==> config.mk <==
export PLATFORM = sky130hd
export DESIGN_NAME = instr_mem_loader
export DESIGN_NICKNAME = d
export VERILOG_FILES = /design/src/rtl/instr_mem_loader.sv
export SDC_FILE = /design/constraint.sdc
export NUM_CORES = 1
export LEC_CHECK = 0
export ABC_AREA = 0
export BUFFER_PORTS_ARGS = -buffer_cell sky130_fd_sc_hd__buf_2
export CAP_MARGIN = 0
export CORE_ASPECT_RATIO = 1.75
export CORE_UTILIZATION = 55
export DETAILED_ROUTE_END_ITERATION = 6
export PLACE_DENSITY = 0.84
export RECOVER_POWER = 50
export SYNTH_ARGS = -nofsm -noshare
export SYNTH_HDL_FRONTEND = slang
export SYNTH_SLANG_ARGS = --single-unit
export TNS_END_PERCENT = 100
==> constraint.sdc <==
create_clock -name clk_i -period 4.9 [get_ports clk_i]
set_input_delay 0.735 -clock clk_i [delete_from_list [all_inputs] [get_ports clk_i]]
set_output_delay 0.735 -clock clk_i [all_outputs]
set_load 0.01 [all_outputs]
==> src/rtl/instr_mem_loader.sv <==
// Accepts 32-bit instruction words over valid/ready and writes each one into the
// byte-addressed instruction store as four little-endian byte writes.
module instr_mem_loader #(
    parameter int MEM_BYTES = 64,
    parameter int ADDR_W    = 6
) (
    input  logic              clk_i,
    input  logic              reset_i,
    input  logic              start_i,
    input  logic              word_valid_i,
    input  logic [31:0]       word_data_i,
    input  logic              word_last_i,
    output logic              word_ready_o,
    output logic              mem_we_o,
    output logic [ADDR_W-1:0] mem_addr_o,
    output logic [7:0]        mem_wdata_o,
    output logic              busy_o,
    output logic              done_o,
    output logic [ADDR_W-2:0] word_count_o
);

    // state       | meaning
    // S_IDLE      | no session since reset; waiting for start
    // S_WAIT_WORD | session open, word_ready high, waiting for a word
    // S_WRITE     | writing byte bi_q of the buffered word
    // S_DONE      | session complete; done held until start or reset
    typedef enum logic [1:0] {
        S_IDLE      = 2'd0,
        S_WAIT_WORD = 2'd1,
        S_WRITE     = 2'd2,
        S_DONE      = 2'd3
    } state_t;

    localparam logic [ADDR_W-1:0] WORD_STEP = ADDR_W'(4);
    localparam logic [ADDR_W-1:0] LAST_BASE = ADDR_W'(MEM_BYTES - 4);

    state_t            state_q, state_d;
    logic [1:0]        bi_q, bi_d;
    logic [ADDR_W-1:0] base_q, base_d;
    logic [31:0]       word_buf_q, word_buf_d;
    logic              last_buf_q, last_buf_d;
    logic [ADDR_W-2:0] count_q, count_d;
    logic              at_end;

    assign at_end       = (base_q == LAST_BASE);
    assign word_count_o = count_q;

    always_ff @(posedge clk_i) begin
        if (reset_i) begin
            state_q    <= S_IDLE;
            bi_q       <= 2'd0;
            base_q     <= '0;
            word_buf_q <= 32'd0;
            last_buf_q <= 1'b0;
            count_q    <= '0;
        end else begin
            state_q    <= state_d;
            bi_q       <= bi_d;
            base_q     <= base_d;
            word_buf_q <= word_buf_d;
            last_buf_q <= last_buf_d;
            count_q    <= count_d;
        end
    end

    always_comb begin
        state_d      = state_q;
        bi_d         = bi_q;
        base_d       = base_q;
        word_buf_d   = word_buf_q;
        last_buf_d   = last_buf_q;
        count_d      = count_q;
        word_ready_o = 1'b0;
        mem_we_o     = 1'b0;
        mem_addr_o   = '0;
        mem_wdata_o  = 8'd0;
        busy_o       = 1'b0;
        done_o       = 1'b0;

        case (state_q)
            S_IDLE, S_DONE: begin
                done_o = (state_q == S_DONE);
                if (start_i) begin
                    state_d = S_WAIT_WORD;
                    base_d  = '0;
                    count_d = '0;
                    bi_d    = 2'd0;
                end
            end
            S_WAIT_WORD: begin
                busy_o       = 1'b1;
                word_ready_o = 1'b1;
                if (word_valid_i) begin
                    word_buf_d = word_data_i;
                    last_buf_d = word_last_i;
                    bi_d       = 2'd0;
                    state_d    = S_WRITE;
                end
            end
            S_WRITE: begin
                busy_o   = 1'b1;
                mem_we_o = 1'b1;
                // base is word aligned, so the byte index fills the low two bits
                mem_addr_o = {base_q[ADDR_W-1:2], bi_q};
                case (bi_q)
                    2'd0:    mem_wdata_o = word_buf_q[7:0];
                    2'd1:    mem_wdata_o = word_buf_q[15:8];
                    2'd2:    mem_wdata_o = word_buf_q[23:16];
                    default: mem_wdata_o = word_buf_q[31:24];
                endcase
                bi_d = bi_q + 2'd1;
                if (bi_q == 2'd3) begin
                    count_d = count_q + 1'b1;
                    // base is held on the final word so it never wraps to 0
                    if (!at_end) begin
                        base_d = base_q + WORD_STEP;
                    end
                    if (last_buf_q || at_end) begin
                        state_d = S_DONE;
                    end else begin
                        state_d = S_WAIT_WORD;
                    end
                end
            end
            default: state_d = S_IDLE;
        endcase
    end

endmodule
Yosys cells after proc, flatten, opt, wreduce, memory -nomap -nowiden
Cells that the tools add are included.

Word-level logic and storage cells: 53. Bits of input ports: 37. Flip-flop bits (word level): 48.

Mux-type cells: 22. Reduce and logical (&&, ||, !) cells: 11. Equality and inequality tests: 11. Add/subtract/negate cells: 3.

Operators by type and width (number): 2-to-1 mux 6 bit (4); one-hot mux 8 bit (3 select lines) (1); 2-to-1 mux 2 bit (6); one-hot mux 2 bit (3 select lines) (2); one-hot mux 6 bit (2 select lines) (1); 2-to-1 mux 5 bit (2); one-hot mux 5 bit (2 select lines) (1); == test 2 bit, second input constant (4); 2-to-1 mux 8 bit (1); inequality test 2 bit, second input constant (4); adder 6 x 3 -> 6 bit, second input constant (1); == test 6 bit, second input constant (1); AND reduction 3 bit (2); adder 5 x 1 -> 5 bit, second input constant (1); == test 2 x 1 -> 1 bit, second input constant (2); zero test 2 bit (2); 2-to-1 mux 1 bit (4); AND reduction 2 bit (2); AND reduction 4 bit (1); OR reduction 2 bit (2); adder 2 x 1 -> 2 bit, second input constant (1); nonzero test 2 bit (1); logical OR 1 bit (1).

Depth between registers and ports, before layout
Gate-level depths: netlist of run 1.

Depth after elaboration: 5. Mapped depth: 7. Mapped depth without buffers: 6.

Worst setup path after synthesis of run 1
Ideal clock, no wire load.

Path kind: reg2out. Start point: register bi_q[0]. End point: output port mem_wdata_o[6]. Setup slack: 2806 ps. Path buffers: 1. Data arrival time: 1359 ps. Cell stages (with the launch flop): 8. Cell sequence: dfxtp_1 inv_1 ha_1 clkbuf_1 a222oi_1 nor2_1 a21oi_1 nor2_1.

Word-level cells in the longest chain between the ends: 3. Elaborated cells on any way between the ends: 5. Those cells by class: eq/ne: 2; mux: 2; reduce/logical: 1.

Ends and longest elaborated chain: from (decl) (RTL line 38) `logic [1:0] bi_q, bi_d;`; from (signal assigned) (RTL line 58) `bi_q <= bi_d;`; == test 2 bit, or another cell as far along (RTL line 105) `case (bi_q)`; one-hot mux 8 bit (3 select lines) * (RTL line 105); 2-to-1 mux 8 bit * (RTL line 80) `case (state_q)`; to (decl) (RTL line 16) `output logic [7:0] mem_wdata_o,`.

Every way passes the cells marked *; elsewhere a longest branch is shown, timed or not.

Final worst setup path of run 1
Start point: register bi_q[0]. End point: output port mem_wdata_o[3].

Same word-level chain as after synthesis.

==> results.py, run 1 <==
metrics = {
    "synth": {
        "yosysSeqAreaShare_pct": 43.5,
        "syn_inst": 274,
        "dominantRegCellSynth": "dfxtp_1",
        "synth-edff-count": 0,
        "async_flop_share_pct": 0,
        "synth.distinct_cells": 27,
        "yosysWarnings": 0,
        "syn_avg_cell_area_sq_um": 7.73,
        "synth_seq_cells": 46,
        "syn-num-nets": 321,
        "synth_area_sq_mm": 0.00212,
    },
    "power_and_ir_drop": {
        "ir_worst_vdd_mv": 0.263,
        "p_clk_share_pct": 28.0,
        "seqPwrFrac_pct": 53.2,
        "comb_power_share_pct": 18.8,
        "p_per_area_mw_per_mm2": 320,
        "p_int_mw": 0.551,
        "p_sw_mw": 0.229,
        "swShare_pct": 29.4,
        "power_leakage_nw": 1.02,
        "p_total_mw": 0.780,
    },
    "final_layout": {
        "final_nets": 368,
        "final_area_sq_mm": 0.00243,
        "area_growth_pct": 14.9,
        "drive_above_1_share_pct": 18.4,
        "diodes": 0,
        "fin_cells": 367,
    },
    "setup_path": {
        "crit_type": "reg2out",
        "ff2ff_path_depth": 5,
        "cp_max_fo": 8,
        "cp-start-kind": "flip-flop",
        "critPathRequiredTime_ps": 4160,
        "r2r_slack_ps": 2500,
        "critPathArrivalTime_ps": 2010,
        "crit_path_end_kind": "output pin",
    },
    "timing": {
        "fin_crit_sh_pct": 56.0,
        "slew_headroom_pct": -2.81,
        "tightest_slew_ps": 1540,
        "max_freq_mhz": 365,
        "period_needed_ps": 2740,
        "hold_viol": 0,
        "maxSlewViolCount": 34,
        "setup_violations": 0,
        "rsz0062_at_grt": "false",
        "fin_skew_ps": 7.70,
        "fin_tns_setup_ps": 0,
    },
    "clock_tree": {
        "clock_path_buffers": 2,
        "clock_sinks": 46,
        "path_clk_slew_ps": 80,
        "cts_hold_buf": 0,
        "cts_max_level": 2,
        "tritoncts.num_buffers": 5,
        "cts_resized": 0,
        "cts_tree": "built",
        "post_cts_buffers": 0,
        "cts_root_buf": "clkbuf_8",
        "clkLatencyLatePin_ps": 300,
    },
    "global_routing": {
        "gr-total-overflow": 0,
        "grt_max_degree": 43,
        "grt_usage_pct": 26.4,
        "grt_pass1_wl_um": 8290,
        "grt_pass1_vias": 1948,
        "antenna_found_initial": 0,
    },
    "floorplan": {
        "core_sq_mm": 0.00366,
        "rows": 29,
        "die_area_sq_mm": 0.00411,
        "die_x_um": 48.9,
        "start_util_pct": 57.8,
        "die_h_um": 84.1,
        "num_io_pins": 60,
    },
    "status": {
        "violations": "max-capacitance violations, max-slew violations",
        "status": "complete, but fails checks",
    },
    "routing": {
        "wire_per_inst_um": 13.6,
        "viasPerCell": 5.51,
        "num_vias": 2024,
        "drc": 0,
        "drtIter0Drc": 73,
        "drtPass1Iterations": 6,
        "drt_wl_total_um": 5000,
        "postRouteAntennaNets": 0,
    },
    "min_path": {
        "holdPathStages": 2,
        "holdCritPathClass": "reg2reg",
    },
    "place": {
        "portBuffers": 59,
        "gp_congestion": 0.803,
        "place_inst": 360,
        "dpl.hpwl_um": 3590,
        "place_area_sq_mm": 0.00239,
    },
    "job": {
        "cap_violations": 1,
    },
}
-- stage by stage --
step                hold WS [ps]  util [%]  worst slack [ps]
global route                 477      66.4              1960
floorplan                    436         -              2810
global placement             444      65.2              2540
detailed placement           448      65.2              2490
finish                       459      66.4              2160
CTS                          458      67.3              2160
-- final cells by class --
class                   count  area (sq um)
well taps                  46          57.6
fillers                   361          1230
flip-flops and latches     46           921
clock buffers               7          76.3
inverters                   8          30.0
multi-input cells         201          1060
repair buffers             59           285
-- routing by layer --
layer,GRT usage (%),wire (um)
met1,26.1,1920
met2,49.9,2800
met3,4.92,168
met4,13.6,123
met5,0,0
-- sequential cells by signal, indices dropped and copies added (netlist names) --
signal,flops
word_buf_q,32
word_count_o,5
state_q,2
base_q,4
bi_q,2
last_buf_q,1
-- path summary, 6_finish.rpt --
check                 startpoint              to
setup / recovery         bi_q[0]  mem_wdata_o[3]
setup reg to reg      state_q[1]  word_buf_q[13]
hold / removal    word_buf_q[13]  word_buf_q[13]
hold reg to reg   word_buf_q[13]  word_buf_q[13]
-- cells in the mapped netlist, types with 3 or more instances --
cell type	count	area share, %
nand2_1	72	13
xor2_1	4	1.7
dfxtp_1	46	43
buf_2	4	0.95
and2_1	5	1.5
nor2_1	28	5.0
clkbuf_1	14	2.5
nand4_1	3	0.89
ha_1	10	5.9
a21oi_1	49	12
inv_1	8	1.4
a222oi_1	8	3.8
nand3_1	5	1.2
mux2i_1	3	1.4
-- critical path, cell delays in order, from the launching register on --
cell and delay [ps]:
dfxtp_1 400, inv_1 100, ha_1 310, a222oi_1 470, nor2_1 90, a21oi_1 140
nor2_1 50, buf_2 150
-- layout by cell type, fill, tap and decap left out, drive strengths merged --
| master | count |
|---|---|
| nand2b | 1 |
| a222oi | 8 |
| nand4 | 3 |
| xor2 | 4 |
| or3 | 2 |
| a21oi | 49 |
| nand3 | 6 |
| nor2b | 1 |
| or2b | 1 |
| nand2 | 72 |
| mux2i | 3 |
| dfxtp | 46 |
| a31o | 1 |
| and3 | 2 |
| a211oi | 1 |
| buf | 51 |
| o21ai | 1 |
| or2 | 1 |
| inv | 8 |
| a221oi | 1 |
| mux2 | 1 |
| and2 | 5 |
| ha | 10 |
| clkbuf | 15 |
| nor2 | 28 |
-- power groups by stage --
stage                     clock network (mW)  logic [mW]  registers [mW]
final                                  0.218       0.146           0.415
after global routing                   0.233       0.164           0.417
after CTS                              0.218       0.155           0.414
after detailed placement                   0       0.154           0.423
after global placement                     0       0.151           0.422
after floorplan                            0       0.116           0.417
-- logic make-up after synthesis --
kind of cell    Yosys count  synth area share [%]
simple gates            122                  24.6
xor+xnor                  4                  1.65
compound gates           61                  17.1
buf+inv                  27                  5.20
fa+ha+maj                10                  5.91
mux                       4                  2.13
flops                    46                  43.5
Note: power is estimated with default switching activity, not from simulation.
==> run 2: changes to the inputs <==
Settings changed: ABC_AREA 0 to 1, CORE_UTILIZATION 55 to 52, PLACE_DENSITY 0.84 to 0.79.
Clock period 4.9 ns to 2.62 ns, I/O delays scaled along.
==> run 2 against run 1 <==
Non-clock buffer count rose by 4. First-iteration DRC count decreased by 19%. Critical path depth is 2 lower. Critical endpoint is now mem_wdata_o[7]. Wire length increased by 3.7%. Clock power increased by 100%. Largest power group unchanged. Die area is 9.3% higher. The run now ends clean. Global-route usage down 0.65 points. Sequential share of layout area shrank 1.9 points. Clock-buffer cell count stayed put.
==> results.py, run 2 <==
metrics = {
    "global_routing": {
        "grt_pass1_vias": 2045,
        "antenna_found_initial": 0,
        "gr-total-overflow": 0,
        "grt_max_degree": 34,
        "grt_usage_pct": 25.7,
        "grt_pass1_wl_um": 8600,
    },
    "clock_tree": {
        "cts_resized": 0,
        "clock_sinks": 46,
        "post_cts_buffers": 0,
        "clock_path_buffers": 2,
        "cts_tree": "built",
        "cts_hold_buf": 0,
        "cts_max_level": 2,
        "tritoncts.num_buffers": 5,
        "path_clk_slew_ps": 80,
        "clkLatencyLatePin_ps": 300,
        "cts_root_buf": "clkbuf_8",
    },
    "timing": {
        "setup_violations": 0,
        "fin_skew_ps": 3.46,
        "rsz0062_at_grt": "false",
        "max_freq_mhz": 483,
        "tightest_slew_ps": 951,
        "holdWs_ps": 337,
        "period_needed_ps": 2070,
        "slew_headroom_pct": 36.5,
        "hold_viol": 0,
        "maxSlewViolCount": 0,
        "fin_tns_setup_ps": 0,
        "fin_crit_sh_pct": 79.0,
        "setup_slack_ps": 551,
    },
    "routing": {
        "wl_met3_um": 201,
        "routed.top_layer": "met4",
        "dr_wl_met2_um": 2850,
        "drtIter0Drc": 59,
        "drt_wl_total_um": 5190,
        "viasPerCell": 5.25,
        "drtPass1Iterations": 4,
        "met1_length_um": 1940,
        "drc": 0,
        "postRouteAntennaNets": 0,
        "wire_per_inst_um": 12.4,
        "num_vias": 2204,
    },
    "synth": {
        "muxShareOfSynthArea_pct": 0,
        "synth-edff-count": 0,
        "yosys.area.top_type": "dfxtp_1",
        "async_flop_share_pct": 0,
        "synthSimpleGateAreaFrac_pct": 25.7,
        "yosysWarnings": 0,
        "synth_seq_cells": 46,
        "yosysTopAreaCellShare_pct": 41.9,
        "yosysMostFrequentCell": "nor2_1",
        "dominantRegCellSynth": "dfxtp_1",
        "syn_avg_cell_area_sq_um": 6.93,
        "synth_compound_area_share_pct": 17.8,
        "synth_commonest_cells": "nor2_1, dfxtp_1, nand2_1, o21ai_0, inv_1",
        "synth.distinct_cells": 24,
        "syn_inst": 317,
        "synth_xor_area_share_pct": 0.399,
        "syn-num-nets": 364,
        "synth_fa_ha_area_share_pct": 5.70,
        "synth.area.top_cells": "dfxtp_1, nor2_1, o21ai_0",
        "yosysSeqAreaShare_pct": 41.9,
        "synth_area_sq_mm": 0.00220,
        "synth_top_family_by_area": "simple AND/OR/NAND/NOR gates",
    },
    "setup_path": {
        "crit_type": "reg2out",
        "critPathRequiredTime_ps": 2230,
        "critical-path-max-stage-delay_ps": 440,
        "crit_path_top_delay_cell": "ha_1",
        "critPathArrivalTime_ps": 1680,
        "crit_path_end_kind": "output pin",
        "cp-start-kind": "flip-flop",
        "cp_max_fo": 9,
        "path_cells": "ha_1 -> inv_4 -> o21ai_0 -> a31oi_1 -> buf_2",
    },
    "floorplan": {
        "core_sq_mm": 0.00394,
        "num_io_pins": 60,
        "die_x_um": 51.1,
        "die_h_um": 88.0,
        "rows": 30,
        "start_util_pct": 55.7,
        "die_area_sq_mm": 0.00450,
    },
    "final_layout": {
        "largest_reg_flops": 32,
        "top_register": "word_buf_q",
        "diodes": 0,
        "area_growth_pct": 16.8,
        "fin_cells": 420,
        "multi_input_area_sq_mm": 0.00107,
        "final_common_cell": "nor2_1",
        "final_nets": 418,
        "n_fill_cell": 400,
        "drive_above_1_share_pct": 17.7,
        "final_util_pct": 65.1,
        "regArea_sq_um": 921,
        "final_area_sq_mm": 0.00256,
        "final_cell_mix": "nor2_1, buf_2, dfxtp_1",
    },
    "power_and_ir_drop": {
        "p_total_mw": 2.18,
        "p_sw_mw": 0.837,
        "p_per_area_mw_per_mm2": 850,
        "p_int_mw": 1.34,
        "ir_worst_vdd_mv": 0.579,
        "seqPwrFrac_pct": 44.3,
        "power_leakage_nw": 1.19,
        "comb_power_share_pct": 35.5,
        "p_clk_share_pct": 20.3,
        "swShare_pct": 38.4,
    },
    "place": {
        "portBuffers": 59,
        "dpl.hpwl_um": 3880,
        "place_area_sq_mm": 0.00251,
        "gp_congestion": 0.818,
        "dp_slack_ps": 864,
        "place_inst": 412,
    },
    "min_path": {
        "holdCritPathClass": "in2reg",
    },
    "job": {
        "cap_violations": 0,
    },
    "status": {
        "status": "finished clean",
    },
}
==> run 2: cell count changes in the layout (fill, tap and decap cells not counted), moves of 8 or more <==
cell	before	now
a31oi_1	0	8
a222oi_1	8	0
a21oi_1	49	17
nor2_1	28	85
o21ai_0	1	42
inv_1	8	27
o21ai_1	0	9
nand2_1	72	42
==> run 2: metal layers <==
| metal | track usage (%) | vias up |
|---|---|---|
| li1 | - | 1123 |
| met1 | 24.4 | 990 |
| met2 | 49.5 | 77 |
| met3 | 3.99 | 14 |
| met4 | 15.4 | 0 |
| met5 | 0 | - |
==> run 2: logic make-up after synthesis <==
group / after synthesis
flops: 46
simple gates: 139
buf+inv: 45
xor+xnor: 1
fa+ha+maj: 10
compound gates: 76
==> run 2: critical path, delay by kind of cell, from the launching register on <==
family | cells | cell delay (ps)
adders and majority gates | 1 | 440
DFF | 1 | 430
buffers and inverters | 2 | 260
AOI/OAI and AO/OA | 2 | 260
==> run 2: power groups by stage <==
stage,clock network (mW),registers (mW),logic [mW]
final,0.442,0.966,0.773
after global routing,0.479,0.981,0.910
after CTS,0.450,0.964,0.826
after detailed placement,0,0.980,0.819
after global placement,0,0.975,0.802
after floorplan,0,0.950,0.620
==> run 2: final timing paths <==
| kind | from | endpoint | slack [ps] | cells past startpoint |
|---|---|---|---|---|
| max | bi_q[1] | mem_wdata_o[7] | 550 | 5 |
| min | reset_i | base_q[3] | 340 | 2 |
| max reg2reg | bi_q[1] | base_q[2] | 560 | 8 |
| min reg2reg | word_buf_q[31] | word_buf_q[31] | 480 | 2 |
==> run 2: layout make-up <==
| type | count | share of cell area [%] |
|---|---|---|
| multi-input cells | 226 | 41.6 |
| flip-flops and latches | 46 | 35.9 |
| repair buffers | 63 | 12.3 |
| inverters | 29 | 4.34 |
| clock buffers | 7 | 3.37 |
| well taps | 48 | 2.34 |
| clock inverters | 1 | 0.195 |
==> run 3: changes to the inputs <==
Settings changed: CORE_UTILIZATION 52 to 47, PLACE_DENSITY 0.79 to 0.76.
Clock period 2.62 ns to 1.9 ns, I/O delays scaled along.
==> run 3 against run 2 <==
Clock skew is 1.6 ps higher. Via count is 3.4% lower. Flip-flop and latch count stayed put. Die area is 10% higher. Register-to-register slack worse by 360 ps. Sequential power is 38% higher. Largest power group unchanged. Critical path depth stayed put. Largest cell class unchanged. Critical path type unchanged. Sequential share of layout area is 0.89 points lower. First-iteration DRC count is 8.5% lower.
==> results.py, run 3 (synthesis results as in run 2) <==
metrics = {
    "status": {
        "status": "finished clean",
    },
    "routing": {
        "viasPerCell": 5.02,
        "drc": 0,
        "drtPass1Iterations": 4,
        "wire_per_inst_um": 12.3,
        "drtIter0Drc": 54,
        "postRouteAntennaNets": 0,
        "drt_wl_total_um": 5230,
        "num_vias": 2130,
    },
    "floorplan": {
        "die_h_um": 92.4,
        "start_util_pct": 49.4,
        "die_x_um": 53.7,
        "die_area_sq_mm": 0.00496,
        "core_sq_mm": 0.00444,
        "num_io_pins": 60,
        "rows": 32,
    },
    "clock_tree": {
        "tritoncts.num_buffers": 5,
        "clkLatencyLatePin_ps": 290,
        "post_cts_buffers": 0,
        "clock_sinks": 46,
        "cts_max_level": 2,
        "cts_root_buf": "clkbuf_8",
        "clock_path_buffers": 2,
        "cts_hold_buf": 0,
        "path_clk_slew_ps": 90,
        "cts_tree": "built",
    },
    "timing": {
        "setup_violations": 0,
        "slew_headroom_pct": 65.7,
        "fin_tns_setup_ps": 0,
        "period_needed_ps": 1830,
        "fin_skew_ps": 5.03,
        "maxSlewViolCount": 0,
        "max_freq_mhz": 548,
        "hold_viol": 0,
        "tightest_slew_ps": 514,
        "fin_crit_sh_pct": 96.1,
        "holdWs_ps": 230,
        "setup_slack_ps": 74.5,
    },
    "global_routing": {
        "grt_pass1_vias": 1984,
        "grt_usage_pct": 22.5,
        "gr-total-overflow": 0,
        "grt_pass1_wl_um": 8190,
        "grt_max_degree": 34,
        "antenna_found_initial": 0,
    },
    "final_layout": {
        "area_growth_pct": 19.8,
        "multi_input_area_sq_mm": 0.00110,
        "largest_reg_flops": 32,
        "drive_above_1_share_pct": 19.8,
        "final_nets": 419,
        "diodes": 0,
        "final_cell_mix": "nor2_1, buf_2, dfxtp_1",
        "final_common_cell": "nor2_1",
        "top_register": "word_buf_q",
        "n_fill_cell": 438,
        "regArea_sq_um": 921,
    },
    "setup_path": {
        "path_cells": "inv_1 -> ha_2 -> nand2_1 -> a31oi_1 -> buf_2",
        "crit_path_top_delay_cell": "dfxtp_1",
        "critPathRequiredTime_ps": 1620,
        "cp_max_fo": 8,
        "crit_type": "reg2out",
        "crit_path_end_kind": "output pin",
        "critical-path-max-stage-delay_ps": 360,
        "r2r_slack_ps": 200,
        "critPathArrivalTime_ps": 1540,
        "cp-start-kind": "flip-flop",
    },
    "job": {
        "cap_violations": 0,
    },
    "place": {
        "dp_slack_ps": 208,
        "gp_congestion": 0.827,
        "dpl.hpwl_um": 3970,
        "portBuffers": 59,
    },
    "min_path": {
        "holdCritPathClass": "in2reg",
    },
    "power_and_ir_drop": {
        "power_leakage_nw": 1.18,
        "ir_worst_vdd_mv": 0.822,
        "p_per_area_mw_per_mm2": 1210,
    },
}
[run 3: cell count changes in the layout (fill, tap and decap cells not counted), sizes merged]
cell	delta
bufinv	+1
clkinv	-1
clkinvlp	+2
inv	-1
[run 3: repair_timing]
| action | CTS | global route |
|---|---|---|
| resized for setup | 2 | 4 |
| endpoints found under the setup margin | 8 | 13 |
| pin swaps | 0 | 0 |
[run 3: final timing paths]
check                                startpoint               to  cells past startpoint
worst max-delay path                    bi_q[0]   mem_wdata_o[2]                      5
worst min-delay path            word_data_i[13]   word_buf_q[13]                      3
worst max register to register       state_q[0]  word_count_o[3]                      9
worst min register to register    word_buf_q[4]    word_buf_q[4]                      2
[run 3: area by class of cell]
cell class                      instances  area share [%]
Inverter                               29            4.38
Timing Repair Buffer                   64            12.2
Multi-Input combinational cell        226            41.8
Clock buffer                            6            2.76
Sequential cell                        46            35.0
Clock inverter                          2            1.43
Tap cell                               51            2.43
[run 3: critical path, delay by kind of cell, from the launching register on]
kind / cells / cell delay [ps]
buffers and inverters: 2 / 280
adder cells (fa/ha/maj): 1 / 280
AND/OR/NAND/NOR: 1 / 120
AO/OA/AOI/OAI: 1 / 210
flip-flops: 1 / 360
[run 3: per-stage QoR]
step | util (%) | cell area (sq um) | power (mW) | cells
final | 59.2 | 2630 | 3.18 | 424
after global routing | 59.2 | 2630 | 3.42 | 424
after CTS | 59.2 | 2630 | 3.20 | 424
after detailed placement | 56.6 | 2520 | 2.48 | 416
after global placement | 56.6 | 2520 | 2.44 | 416
after floorplan | - | 2200 | 2.17 | 317
[run 3: where the power goes]
part | total [mW] | switching (mW) | internal, mW
logic | 1.12 | 0.721 | 0.401
clock network | 0.722 | 0.329 | 0.393
registers | 1.33 | 0.150 | 1.18
total | 3.18 | 1.20 | 1.98
[run 3: metal layers]
metal	up-vias	wire length, um	share of wire [%]	global-route usage (%)
met3	18	207	4.0	4.11
met2	66	2780	53	39.9
met4	0	250	4.8	13.8
met1	926	1990	38	22.4
met5	-	0	0	0
li1	1120	-	-	-
